===== src/rtl/pts_cmd_parser_if.sv =====
// Host byte stream in, controller strobes and frame status out, for pts_cmd_parser.
interface pts_cmd_parser_if;
  logic [7:0]  iRxData;
  logic        iRxValid;
  logic        oSET_INDEX_FLAG;
  logic [7:0]  oSET_INDEX;
  logic        oSET_CODE_FLAG;
  logic [31:0] oSET_CODE;
  logic        oBusy;
  logic        oFrameOk;
  logic        oFrameErr;
  logic [7:0]  oErrCount;

  modport slave (
    input  iRxData, iRxValid,
    output oSET_INDEX_FLAG, oSET_INDEX, oSET_CODE_FLAG, oSET_CODE,
           oBusy, oFrameOk, oFrameErr, oErrCount
  );

  modport master (
    output iRxData, iRxValid,
    input  oSET_INDEX_FLAG, oSET_INDEX, oSET_CODE_FLAG, oSET_CODE,
           oBusy, oFrameOk, oFrameErr, oErrCount
  );
endinterface


===== src/rtl/pts_cmd_parser.sv =====
// Parses framed host bytes (HEADER, CMD, payload, XOR checksum) into setup/pulse/hold
// SET_INDEX / SET_CODE strobes for the PTS controller, with frame status and error count.
module pts_cmd_parser #(
  parameter logic [7:0]  HEADER  = 8'hA5,
  parameter int unsigned PULSE_W = 4,
  parameter int unsigned TIMEOUT = 50000
) (
  input logic iClk,
  input logic iRst,
  pts_cmd_parser_if.slave bus
);

  localparam int unsigned TW  = $clog2(TIMEOUT);
  localparam int unsigned ECW = $clog2(2 * PULSE_W + 1);
  localparam logic [TW-1:0]  TMO_LAST  = TW'(TIMEOUT - 1);
  localparam logic [ECW-1:0] PW_C      = ECW'(PULSE_W);
  localparam logic [ECW-1:0] EMIT_LAST = ECW'(2 * PULSE_W);
  localparam logic [7:0] CMD_IDX  = 8'h01;
  localparam logic [7:0] CMD_CODE = 8'h02;
  localparam logic [7:0] CMD_WR   = 8'h03;

  typedef enum logic [2:0] {S_IDLE, S_CMD, S_PAYLOAD, S_CHK, S_EMIT} state_t;

  state_t          state_q, state_d;
  logic [7:0]      cmd_q, cmd_d;
  logic [2:0]      cnt_q, cnt_d;
  logic [39:0]     pay_q, pay_d;
  logic [7:0]      chk_q, chk_d;
  logic [TW-1:0]   timer_q, timer_d;
  logic [ECW-1:0]  emit_cnt_q, emit_cnt_d;
  logic            emit_code_q, emit_code_d;
  logic [7:0]      set_index_q, set_index_d;
  logic [31:0]     set_code_q, set_code_d;
  logic            idx_flag_q, idx_flag_d;
  logic            code_flag_q, code_flag_d;
  logic            busy_q, busy_d;
  logic            ok_q, ok_d;
  logic            err_q, err_d;
  logic [7:0]      err_cnt_q, err_cnt_d;
  logic            in_pulse;

  always_comb begin
    state_d     = state_q;
    cmd_d       = cmd_q;
    cnt_d       = cnt_q;
    pay_d       = pay_q;
    chk_d       = chk_q;
    timer_d     = '0;
    emit_cnt_d  = emit_cnt_q;
    emit_code_d = emit_code_q;
    set_index_d = set_index_q;
    set_code_d  = set_code_q;
    ok_d        = 1'b0;
    err_d       = 1'b0;
    in_pulse    = 1'b0;

    unique case (state_q)
      S_IDLE: begin
        if (bus.iRxValid && bus.iRxData == HEADER) state_d = S_CMD;
      end
      S_CMD, S_PAYLOAD, S_CHK: begin
        if (!bus.iRxValid) begin
          if (timer_q == TMO_LAST) begin
            err_d   = 1'b1;
            state_d = S_IDLE;
          end else begin
            timer_d = timer_q + 1'b1;
          end
        end else if (state_q == S_CMD) begin
          if (bus.iRxData == CMD_IDX || bus.iRxData == CMD_CODE || bus.iRxData == CMD_WR) begin
            cmd_d   = bus.iRxData;
            chk_d   = bus.iRxData;
            cnt_d   = (bus.iRxData == CMD_WR) ? 3'd5 : (bus.iRxData == CMD_CODE) ? 3'd4 : 3'd1;
            state_d = S_PAYLOAD;
          end else begin
            err_d   = 1'b1;
            state_d = S_IDLE;
          end
        end else if (state_q == S_PAYLOAD) begin
          // payload shifts MSB-first into one buffer: index lands in [7:0] or [39:32]
          pay_d = {pay_q[31:0], bus.iRxData};
          chk_d = chk_q ^ bus.iRxData;
          cnt_d = cnt_q - 1'b1;
          if (cnt_q == 3'd1) state_d = S_CHK;
        end else if (bus.iRxData == chk_q) begin
          state_d     = S_EMIT;
          emit_cnt_d  = '0;
          emit_code_d = (cmd_q == CMD_CODE);
          if (cmd_q == CMD_CODE) set_code_d  = pay_q[31:0];
          else                   set_index_d = (cmd_q == CMD_IDX) ? pay_q[7:0] : pay_q[39:32];
        end else begin
          err_d   = 1'b1;
          state_d = S_IDLE;
        end
      end
      S_EMIT: begin
        if (bus.iRxValid) err_d = 1'b1;
        if (emit_cnt_q == EMIT_LAST) begin
          if (!emit_code_q && cmd_q == CMD_WR) begin
            emit_code_d = 1'b1;
            emit_cnt_d  = '0;
            set_code_d  = pay_q[31:0];
          end else begin
            state_d = S_IDLE;
            ok_d    = 1'b1;
          end
        end else begin
          emit_cnt_d = emit_cnt_q + 1'b1;
        end
      end
      default: state_d = S_IDLE;
    endcase

    in_pulse    = (state_d == S_EMIT) && (emit_cnt_d != '0) && (emit_cnt_d <= PW_C);
    idx_flag_d  = in_pulse && !emit_code_d;
    code_flag_d = in_pulse && emit_code_d;
    busy_d      = (state_d != S_IDLE);
    err_cnt_d   = (err_d && err_cnt_q != 8'hFF) ? err_cnt_q + 1'b1 : err_cnt_q;
  end

  always_ff @(posedge iClk or negedge iRst) begin
    if (!iRst) begin
      state_q     <= S_IDLE;
      cmd_q       <= '0;
      cnt_q       <= '0;
      pay_q       <= '0;
      chk_q       <= '0;
      timer_q     <= '0;
      emit_cnt_q  <= '0;
      emit_code_q <= 1'b0;
      set_index_q <= '0;
      set_code_q  <= '0;
      idx_flag_q  <= 1'b0;
      code_flag_q <= 1'b0;
      busy_q      <= 1'b0;
      ok_q        <= 1'b0;
      err_q       <= 1'b0;
      err_cnt_q   <= '0;
    end else begin
      state_q     <= state_d;
      cmd_q       <= cmd_d;
      cnt_q       <= cnt_d;
      pay_q       <= pay_d;
      chk_q       <= chk_d;
      timer_q     <= timer_d;
      emit_cnt_q  <= emit_cnt_d;
      emit_code_q <= emit_code_d;
      set_index_q <= set_index_d;
      set_code_q  <= set_code_d;
      idx_flag_q  <= idx_flag_d;
      code_flag_q <= code_flag_d;
      busy_q      <= busy_d;
      ok_q        <= ok_d;
      err_q       <= err_d;
      err_cnt_q   <= err_cnt_d;
    end
  end

  assign bus.oSET_INDEX_FLAG = idx_flag_q;
  assign bus.oSET_INDEX      = set_index_q;
  assign bus.oSET_CODE_FLAG  = code_flag_q;
  assign bus.oSET_CODE       = set_code_q;
  assign bus.oBusy           = busy_q;
  assign bus.oFrameOk        = ok_q;
  assign bus.oFrameErr       = err_q;
  assign bus.oErrCount       = err_cnt_q;

endmodule

===== src/flat_wrapper.sv =====
// flat-port wrapper written by rule: the top's interface ports become plain ports
module pts_cmd_parser_flat 
#(
  parameter logic [7:0]  HEADER  = 8'hA5,
  parameter int unsigned PULSE_W = 4,
  parameter int unsigned TIMEOUT = 50000
)
  (iClk, iRst, bus_iRxData, bus_iRxValid, bus_oSET_INDEX_FLAG, bus_oSET_INDEX, bus_oSET_CODE_FLAG, bus_oSET_CODE, bus_oBusy, bus_oFrameOk, bus_oFrameErr, bus_oErrCount);
  pts_cmd_parser_if bus_i ();
  input logic iClk;
  input logic iRst;
  input wire logic [$bits(bus_i.iRxData)-1:0] bus_iRxData;
  input wire logic [$bits(bus_i.iRxValid)-1:0] bus_iRxValid;
  output wire logic [$bits(bus_i.oSET_INDEX_FLAG)-1:0] bus_oSET_INDEX_FLAG;
  output wire logic [$bits(bus_i.oSET_INDEX)-1:0] bus_oSET_INDEX;
  output wire logic [$bits(bus_i.oSET_CODE_FLAG)-1:0] bus_oSET_CODE_FLAG;
  output wire logic [$bits(bus_i.oSET_CODE)-1:0] bus_oSET_CODE;
  output wire logic [$bits(bus_i.oBusy)-1:0] bus_oBusy;
  output wire logic [$bits(bus_i.oFrameOk)-1:0] bus_oFrameOk;
  output wire logic [$bits(bus_i.oFrameErr)-1:0] bus_oFrameErr;
  output wire logic [$bits(bus_i.oErrCount)-1:0] bus_oErrCount;
  assign bus_i.iRxData = bus_iRxData;
  assign bus_i.iRxValid = bus_iRxValid;
  assign bus_oSET_INDEX_FLAG = bus_i.oSET_INDEX_FLAG;
  assign bus_oSET_INDEX = bus_i.oSET_INDEX;
  assign bus_oSET_CODE_FLAG = bus_i.oSET_CODE_FLAG;
  assign bus_oSET_CODE = bus_i.oSET_CODE;
  assign bus_oBusy = bus_i.oBusy;
  assign bus_oFrameOk = bus_i.oFrameOk;
  assign bus_oFrameErr = bus_i.oFrameErr;
  assign bus_oErrCount = bus_i.oErrCount;
  pts_cmd_parser #(.HEADER(HEADER), .PULSE_W(PULSE_W), .TIMEOUT(TIMEOUT)) u_core (.iClk(iClk), .iRst(iRst), .bus(bus_i));
endmodule

===== config.mk =====
export PLATFORM = sky130hd
export DESIGN_NAME = pts_cmd_parser_flat
export DESIGN_NICKNAME = d
export VERILOG_FILES = /design/src/rtl/pts_cmd_parser_if.sv /design/src/rtl/pts_cmd_parser.sv /design/src/flat_wrapper.sv
export SDC_FILE = /design/constraint.sdc
export NUM_CORES = 1
export LEC_CHECK = 0
export CAP_MARGIN = 20
export CORE_MARGIN = 1
export CORE_UTILIZATION = 55
export CTS_CLUSTER_SIZE = 16
export DETAILED_ROUTE_END_ITERATION = 7
export GPL_ROUTABILITY_DRIVEN = 0
export PLACE_DENSITY = 0.78
export SYNTH_ARGS = -nofsm -noshare
export SYNTH_HDL_FRONTEND = slang
export SYNTH_SLANG_ARGS = --single-unit

===== constraint.sdc =====
create_clock -name iClk -period 7.2 [get_ports iClk]
set_clock_uncertainty 0.1 [all_clocks]
set_input_delay 0.72 -clock iClk [delete_from_list [all_inputs] [get_ports iClk]]
set_output_delay 0.72 -clock iClk [all_outputs]
set_load 0.005 [all_outputs]

# Word level (Yosys, flattened, before mapping)
# Index checks and enable logic that the tools add are counted.
[totals] ff_bits=136 in_bits=11 output_inout_bits=53
[op_classes] n_addsub=4 magnitude_cmp=1 n_eq_ne=25 muxes=56 bitwise=4 n_reduce_logical=22
[ops] op="$mux W32" n=7
[ops] op="$pmux W32 S2" n=1
[ops] op="$mux W16" n=3
[ops] op="$mux W3" n=14
[ops] op="$eq A8 B2 Y1 const B" n=4
[ops] op="$mux W8" n=4
[ops] op="$mux W4" n=6
[ops] op="$add A16 B1 Y16 const B" n=1
[ops] op="$eq A16 B16 Y1 const B" n=1
[ops] op="$eq A8 B1 Y1 const B" n=2
[ops] op="$mux W1" n=16
[ops] op="$reduce_and A4 Y1" n=3
[ops] op="$pmux W3 S3" n=1
[ops] op="$add A8 B1 Y8 const B" n=1
[ops] op="$eq A8 B8 Y1" n=1
[ops] op="$eq A8 B8 Y1 const B" n=1
[ops] op="$ne A2 B1 Y1 const B" n=4
[ops] op="$ne A2 B2 Y1 const B" n=4
[ops] op="$ne A8 B8 Y1 const B" n=1
[ops] op="$pmux W4 S2" n=1
[ops] op="$reduce_and A8 Y1" n=1
[ops] op="$xor A8 B8 Y8" n=1
[ops] op="$logic_and A1 B1 Y1" n=7
[ops] op="$eq A3 B1 Y1 const B" n=2
[ops] op="17 further kinds" n=25

# Logic depth before layout (Yosys ltp)
# Gate-level depths: netlist of run 1.
[logic_depth] word_depth=11 mapped_depth=9 mapped_depth_nobuf=8

# Worst setup path before layout of run 1
# No wires, ideal clock.
[synth_path] kind="input to register" start="input bus_iRxData[5]" end="register u_core.set_code_q[0], in the netlist u_core.bus.oSET_CODE[0]" t_arrival_ns=2.451 t_required_ns=6.975 path_slack_ns=4.524 cell_stages=8 path_cell_list="buf_2 -> xnor2_2 -> nand4_1 -> or2_1 -> o31a_1 -> a221o_4 -> buf_12 -> mux2_4"
[synth_via] elab_chain_len=3
[synth_rtl] item="start, declared" line_no="flat_wrapper.sv:12" text="input wire logic [$bits(bus_i.iRxData)-1:0] bus_iRxData;"
[synth_rtl] item="$eq A8 B8 Y1" line_no="pts_cmd_parser.sv:85" text="end else if (bus.iRxData == chk_q) begin"
[synth_rtl] item="$ne A2 B1 Y1 (no line)"
[synth_rtl] item="$reduce_and A8 Y1 (no line)"
[synth_rtl] item="end signal, assigned" line_no="pts_cmd_parser.sv:149" text="set_code_q <= set_code_d;"
[synth_rtl] item="end, declared" line_no="pts_cmd_parser.sv:33" text="logic [31:0] set_code_q, set_code_d;"
# Every way passes these cells.
# A chain may end at the register's enable or synchronous reset.

# Worst setup path after layout of run 1
[layout_path] start="input bus_iRxData[4]" end="register u_core.cnt_q[2]"
[layout_via] elab_chain_len=5 word_cells_on_any_way=11 classes_between="eq/ne: 4; mux: 4; reduce/logical: 3"
[layout_rtl] item="$eq A8 B2 Y1 / $eq A8 B1 Y1 (equally long branches)" line_no="pts_cmd_parser.sv:70, pts_cmd_parser.sv:73"
[layout_rtl] item="$mux W3 / $logic_or A1 B1 Y1 (equally long branches) (2 in series)" line_no="pts_cmd_parser.sv:73, pts_cmd_parser.sv:70"
[layout_rtl] item="$mux W3 / $ne A2 B2 Y1 (equally long branches)"
[layout_rtl] item="$mux W3 / $reduce_and A4 Y1 (equally long branches)"
[layout_rtl] item="end signal, assigned" line_no="pts_cmd_parser.sv:142" text="cnt_q <= cnt_d;"
[layout_rtl] item="end, declared" line_no="pts_cmd_parser.sv:26" text="logic [2:0] cnt_q, cnt_d;"
# Several ways; a longest one is shown, not always the timed one. The select of a mux whose other input is x is not followed.

==> impl_metrics.tcl, run 1 <==
set metrics [dict create \
    synthCells 555 \
    top_achievable_clock_speed_mhz 326 \
    synth_enable_flop_cells 0 \
    total_leakage_power_nw 3.60 \
    detail_route.iter0.violations 307 \
    post-cts-setup-buffer-count 0 \
    wl_per_cell_um 16.5 \
    tritoncts "done" \
    port_buffers 63 \
    timing.critical_path.cells "clkdlybuf4s50_1 > nor3_1 > o211ai_1 > nor3b_1 > o21a_1 > o21ai_0 > a22o_1" \
    ys_warn_count 0 \
    synth_adder_area_share_pct 1.23 \
    slew_headroom_pct 40.2 \
    hold_buffers 0 \
    postPlaceCellArea_sq_um 6760 \
    swShare_pct 23.3 \
    fin_tns_setup_ns 0 \
    worstPathMaxFanout 28 \
    busiest_layer_in_global_routing "met2" \
    timing.critical_path.arrival_ns 3.37 \
    ratio_of_cells_with_drive_above_1_in_the_final_layout_pct 13.4 \
    finalCriticalPeriod_ns 3.07 \
    design.die.area_sq_um 11500 \
    timing.critical_path.slowest_cell_delay_ns 0.74 \
    placementRows 38 \
    groute.layer.met2.usage_pct 38.8 \
    critPathCaptureType "flip-flop" \
    grt_max_degree 80 \
    gr-usage-met3_pct 4.98 \
    total_grt_overflow 0 \
    critical_path.top_delay_family "compound AO/OA/AOI/OAI gates" \
    number_of_global_route_vias_before_repair 4223 \
    netlist-cell-type-count 47 \
    number_of_maximum_capacitance_constraint_violations 0 \
    area_overhead_vs_synth_pct 20.9 \
    netlist.top_cell.by_area "dfrtp_1" \
    grt_antenna_before_repair 0 \
    ctsLongestPathBuffers 2 \
    outcome "completed" \
    grt_pass1_wl_um 20800 \
    power.net_switching_uw 417 \
    min_period_over_period_pct 42.6 \
    setup_repair_after_global_routing_missed_its_margin "false" \
    synthesized_area_fraction_occupied_by_ao_oa_aoi_and_oai_cells_pct 6.41 \
    clock_insertion_delay_worst_skew_ns 0.52 \
    placed_cells_incl_taps 737 \
    top_level_ports 64 \
    dieWidth_um 107 \
    data_required_time_at_the_worst_endpoint_ns 7.50 \
    layout.core_utilization_pct 68.2 \
    antenna_cells_inserted 0 \
    antenna_violating_nets_post_route 0 \
    fin_area_sq_um 7360 \
    yosys.area_share.simple_pct 18.1 \
    totalWireLength_um 12700 \
    layout_setup_ws_ns 4.13 \
    synthDominantCellAreaShare_pct 55.9 \
    internal_power_mw 1.37 \
    worst_hold_slack_ns 0.138 \
    setup-violations-final 0 \
    firstDrtPassIters 5 \
    detailed_place_hpwl_um 8060 \
    power_density_nw_per_um2 243 \
    post-route-drc-count 0 \
    worst_ir_drop_vdd_v 0.000186 \
    floorplan.die.height_um 107 \
    syn_avg_cell_area_sq_um 11.0 \
    gr-usage-met1_pct 31.8 \
    core_region_area_sq_um 10800 \
    crit_path_top_delay_cell "o21a_1" \
    syn-num-nets 572 \
    floorplan.initialDensity_pct 56.4 \
    cts_buffers 17 \
    timing.setup.critical_path_class "input pin to flip-flop" \
    hp-class "input pin to asynchronous set/reset pin" \
    power.clock.fraction_pct 49.5 \
    postSynthRegisterBits 136 \
    yosys-mux-area-fraction_pct 10.3 \
    finalPower_mw 1.79 \
    yosys.area_share.xor_xnor_pct 4.79 \
    synth-main-ff-cell "dfrtp_1" \
    grt_usage_pct 23.8 \
    critPathBufInv 1 \
    post_cts_resize_count 0 \
    comb_power_share_pct 5.4 \
    seqPwrFrac_pct 45.1 \
    synth.cell_area_sq_um 6090 \
    cts-htree-levels 4 \
    cts_num_sinks 136 \
    ys_top_cells_by_count "dfrtp_1 (136), nand2_1 (124), nor2_1 (37), mux2_4 (30), a21oi_1 (29)" \
    combinational_family_with_the_most_area_after_synthesis "simple AND/OR/NAND/NOR gates" \
    slew_viol_final 0 \
    worst_setup_hold_path_clk_slew_ns 0.06 \
    timing.critical_path.from_type "input pin" \
    final_nets 633 \
    cell_types_with_the_largest_area_share_after_synthesis "dfrtp_1 (56%), nand2_1 (7.6%), mux2_4 (7.4%), a21oi_1 (2.4%), nor2_1 (2.3%)" \
    dp_slack_ns 3.64 \
    timing_worst_slew_pin_value_ns 0.897 \
    route.vias.total 4323 \
    hold_viol_final 0 \
    layout.cells.non_filler 769 \
    drt-vias-per-instance 5.62 \
    post-synth-top-count-cell "dfrtp_1" \
    synthArstFlopShare_pct 100 \
    synth-seq-area-share_pct 55.9 \
    ctsRootBufferMaster "clkbuf_8" \
]
==> worst paths after layout <==
kind | startpoint | endpoint | slack, ns | cells past startpoint
worst max-delay path | bus_iRxData[4] | u_core.cnt_q[2] | 4.13 | 7
worst min-delay path | iRst | u_core.timer_q[13] | 0.14 | 1
worst min register to register | u_core.timer_q[0] | u_core.timer_q[0] | 0.36 | 1
worst max register to register | u_core.cmd_q[3] | u_core.bus.oSET_CODE[12] | 4.52 | 4
max in group asynchronous | iRst | u_core.cmd_q[3] | 5.67 | 2
min in group iClk | u_core.timer_q[0] | u_core.timer_q[0] | 0.36 | 1
==> power groups by stage <==
stage	Clock, mW	Combinational, mW	Sequential [mW]
2_1_floorplan	0	0.0380	0.818
3_3_place_gp	0	0.0968	0.819
3_5_place_dp	0	0.0987	0.820
4_1_cts	0.895	0.0990	0.807
5_1_grt	0.933	0.109	0.809
6_report	0.887	0.0969	0.807
==> placed cells by master, fill, tap and decap left out, types with 4 or more instances in the layout <==
cell type,netlist,final
o21ai_0,14,14
a22o_1,6,6
nand4_1,8,8
xor2_1,9,9
nand3_1,22,22
ha_1,6,6
nor2b_1,5,5
inv_6,0,5
nor2_1,37,37
clkbuf_16,0,16
nand2_1,124,124
xnor2_2,5,5
a21oi_1,29,29
buf_4,0,4
nor3_1,7,7
inv_1,8,8
dfrtp_1,136,136
mux2_2,7,7
mux2_4,30,30
xnor2_1,15,15
o211ai_1,4,4
mux2i_1,10,10
clkdlybuf4s50_1,0,62
and2_1,9,9
and3_1,9,9
==> worst reg2reg max path, stage by stage, from the launching register on <==
cell     delay [ns]
dfrtp_1        0.39
nor4_1         0.52
nand4_1        0.38
a221o_4        0.78
mux2_4         0.41
==> kinds of logic after synthesis <==
group	Yosys count
and+or+nand+nor	241
adders and majority gates	6
DFF	136
muxes	47
xor gates and xnor gates	29
AOI/OAI and AO/OA	63
buffers and inverters	33
==> sequential cells by signal, summed over array words and instances, names as in the netlist, 3 cells and up <==
| signal | flops |
|---|---|
| u_core.bus.oSET_INDEX | 8 |
| u_core.state_q | 3 |
| u_core.timer_q | 16 |
| u_core.pay_q | 40 |
| u_core.bus.oSET_CODE | 32 |
| u_core.cmd_q | 8 |
| u_core.bus.oErrCount | 8 |
| u_core.chk_q | 8 |
| u_core.cnt_q | 3 |
| u_core.emit_cnt_q | 4 |
==> layout make-up <==
type                    count  area, sq um
inverters                   8         30.0
clock inverters            15          190
multi-input cells         386         2490
fillers                   766         3430
clock buffers              17          414
repair buffers             67          662
well taps                 140          175
flip-flops and latches    136         3400
==> layer usage <==
layer,share of wire [%],wire length [um]
met1,43,5490
met2,51,6430
met3,4.2,537
met4,1.7,212
met5,0,0
Note: power is estimated with default switching activity, not from simulation.
==> run 2, diff against run 1 <==
--- a/config.mk
+++ b/config.mk
@@ -7,11 +7,11 @@
 export LEC_CHECK = 0
 export CAP_MARGIN = 20
 export CORE_MARGIN = 1
-export CORE_UTILIZATION = 55
+export CORE_UTILIZATION = 51
 export CTS_CLUSTER_SIZE = 16
 export DETAILED_ROUTE_END_ITERATION = 7
 export GPL_ROUTABILITY_DRIVEN = 0
-export PLACE_DENSITY = 0.78
+export PLACE_DENSITY = 0.76
 export SYNTH_ARGS = -nofsm -noshare
 export SYNTH_HDL_FRONTEND = slang
 export SYNTH_SLANG_ARGS = --single-unit
==> constraint.sdc (replaced) <==
create_clock -name iClk -period 2.5 [get_ports iClk]
set_clock_uncertainty 0.1 [all_clocks]
set_input_delay 0.25 -clock iClk [delete_from_list [all_inputs] [get_ports iClk]]
set_output_delay 0.25 -clock iClk [all_outputs]
set_load 0.005 [all_outputs]
==> run 2 against run 1 <==
Compared with the run above: the flow now finishes with violations (DRC); clock power grew to 2.8 times the previous value; non-clock buffer count is 31 higher; sequential cell count stayed put; cell area is 3.8% higher; sequential power grew to 2.9 times the previous value; largest cell class unchanged; combinational power grew to 3.2 times the previous value; global-route usage is 1.1 points lower; core utilization is 1.9 points lower; first-iteration DRC count is 9.4% lower; critical path depth stayed put; routed wire length is 1.6% higher; critical endpoint is now u_core.bus.oSET_CODE[29]; cell count is 4.4% higher.
==> impl_metrics.tcl, run 2 (synthesized netlist as in run 1, its figures left out) <==
set metrics [dict create \
    floorplan.die.height_um 111 \
    hold_viol_final 0 \
    cts-htree-levels 4 \
    design.die.area_sq_um 12400 \
    route.vias.total 4331 \
    cts_buffers 17 \
    dieWidth_um 111 \
    comb_power_share_pct 6.1 \
    timing.critical_path.arrival_ns 2.62 \
    power.clock.fraction_pct 48.5 \
    total_grt_overflow 0 \
    detail_route.iter0.violations 278 \
    clock_insertion_delay_worst_skew_ns 0.41 \
    wl_per_cell_um 16.0 \
    post-route-drc-count 5 \
    grt_pass1_wl_um 22000 \
    timing_worst_slew_pin_value_ns 0.611 \
    setup-violations-final 0 \
    top_achievable_clock_speed_mhz 410 \
    grt_antenna_before_repair 0 \
    totalWireLength_um 12900 \
    worstPathMaxFanout 8 \
    core_region_area_sq_um 11500 \
    power_density_nw_per_um2 669 \
    multiInputGateArea_sq_um 2500 \
    most-common-layout-cells "dfrtp_1 (136), nand2_1 (124), clkdlybuf4s50_1 (62)" \
    cts_num_sinks 136 \
    placementRows 39 \
    finalCriticalPeriod_ns 2.44 \
    area_overhead_vs_synth_pct 25.4 \
    area.sequential_sq_um 3400 \
    violated_checks "DRC" \
    tritoncts "done" \
    slew_viol_final 0 \
    floorplan.initialDensity_pct 52.9 \
    seqPwrFrac_pct 45.4 \
    ctsRootBufferMaster "clkbuf_16" \
    total_leakage_power_nw 3.77 \
    data_required_time_at_the_worst_endpoint_ns 2.68 \
    worst_setup_hold_path_clk_slew_ns 0.06 \
    number_of_maximum_capacitance_constraint_violations 0 \
    antenna_violating_nets_post_route 0 \
    swShare_pct 21.2 \
    detailed_place_hpwl_um 8680 \
    ratio_of_cells_with_drive_above_1_in_the_final_layout_pct 17.1 \
    port_buffers 63 \
    ctsLongestPathBuffers 2 \
    worst-r2r-cell-count 7 \
    fin_area_sq_um 7640 \
    grt_usage_pct 22.8 \
    postPlaceCellArea_sq_um 7000 \
    firstDrtPassIters 6 \
    largest_register_ffs 40 \
    slew_headroom_pct 59.3 \
    drt-vias-per-instance 5.39 \
    max_flop_register "u_core.pay_q" \
    min_period_over_period_pct 97.5 \
    antenna_cells_inserted 0 \
    number_of_global_route_vias_before_repair 4487 \
    layout_setup_ws_ns 0.0636 \
    hp-class "input pin to asynchronous set/reset pin" \
    timing.critical_path.from_type "flip-flop" \
    top_level_ports 64 \
    outcome "complete, but fails checks" \
    worst_ir_drop_vdd_v 0.000389 \
    leading_cell_type_in_the_layout_fill_and_taps_excluded "dfrtp_1" \
    final_nets 664 \
    grt_max_degree 62 \
    fin_tns_setup_ns 0 \
    layout.core_utilization_pct 66.3 \
    internal_power_mw 4.03 \
    power.net_switching_mw 1.08 \
    timing.setup.critical_path_class "flip-flop to flip-flop" \
    critPathCaptureType "flip-flop" \
    final.fill_count 865 \
    dp_slack_ns -0.254 \
]
[run 2: cell types whose count changed in the layout (fill, tap and decap cells not counted), moves of 3 or more]
cell / delta
buf_12: +3
buf_4: +28
clkbuf_1: +3
clkbuf_8: +4
inv_6: -5
[run 2: worst paths after layout]
| kind | to | slack, ns | startpoint |
|---|---|---|---|
| setup / recovery | u_core.bus.oSET_CODE[29] | 0.06 | u_core.chk_q[5] |
| hold / removal | u_core.timer_q[6] | 0.23 | iRst |
| setup reg to reg | u_core.bus.oSET_CODE[29] | 0.06 | u_core.chk_q[5] |
| hold reg to reg | u_core.timer_q[0] | 0.37 | u_core.timer_q[0] |
| max in group asynchronous | u_core.bus.oSET_CODE[12] | 1.41 | iRst |
| min in group iClk | u_core.timer_q[0] | 0.37 | u_core.timer_q[0] |
[run 2: cell type report]
class | count | area share, %
clock inverter | 7 | 1.18
clock buffer | 25 | 6.62
timing repair buffer | 98 | 12.2
inverter | 8 | 0.393
multi-input combinational | 386 | 32.7
sequential | 136 | 44.6
tap | 143 | 2.34
[run 2: timing repair]
action,4_1_cts,5_1_grt
hold endpoints to repair,28,0
hold buffers,1,0
buffers inserted,0,2
pin swaps,0,4
gates resized for setup,1,1
setup endpoints to repair,7,36
[run 2: worst max-delay path, stage by stage, from the launching register on]
cell	delay, ns
dfrtp_1	0.43
xnor2_2	0.18
nand4_1	0.18
or2_1	0.28
o31a_1	0.29
a221o_4	0.35
buf_4	0.20
mux2_4	0.30
[run 2: power groups by stage]
stage,clock network (mW),logic [mW],registers (mW)
after floorplan,0,0.109,2.35
after global placement,0,0.302,2.36
after detailed placement,0,0.310,2.36
after CTS,2.52,0.315,2.32
after global routing,2.62,0.344,2.33
final,2.48,0.311,2.32
[run 2: through the flow]
stage / std cells / power [mW] / hold slack [ns]
floorplan: 555 / 2.46 / -0.146
global placement: 768 / 2.66 / 0.118
detailed placement: 768 / 2.67 / 0.117
CTS: 801 / 5.16 / 0.239
global route: 803 / 5.30 / 0.274
finish: 803 / 5.11 / 0.228
[run 2: layer usage]
layer	track usage (%)	vias up	routed length [um]
li1	-	2057	-
met5	0	-	0
met4	8.29	0	234
met1	30.5	2144	5850
met3	5.80	25	562
met2	36.0	105	6220
==> run 3, diff against run 2 <==
--- a/config.mk
+++ b/config.mk
@@ -8,6 +8,7 @@
 export CAP_MARGIN = 20
 export CORE_MARGIN = 1
 export CORE_UTILIZATION = 51
+export CTS_CLUSTER_DIAMETER = 150
 export CTS_CLUSTER_SIZE = 16
 export DETAILED_ROUTE_END_ITERATION = 7
 export GPL_ROUTABILITY_DRIVEN = 0
==> results of run 3 <==
Final layout, timing and power as in run 2 (identical DEF).
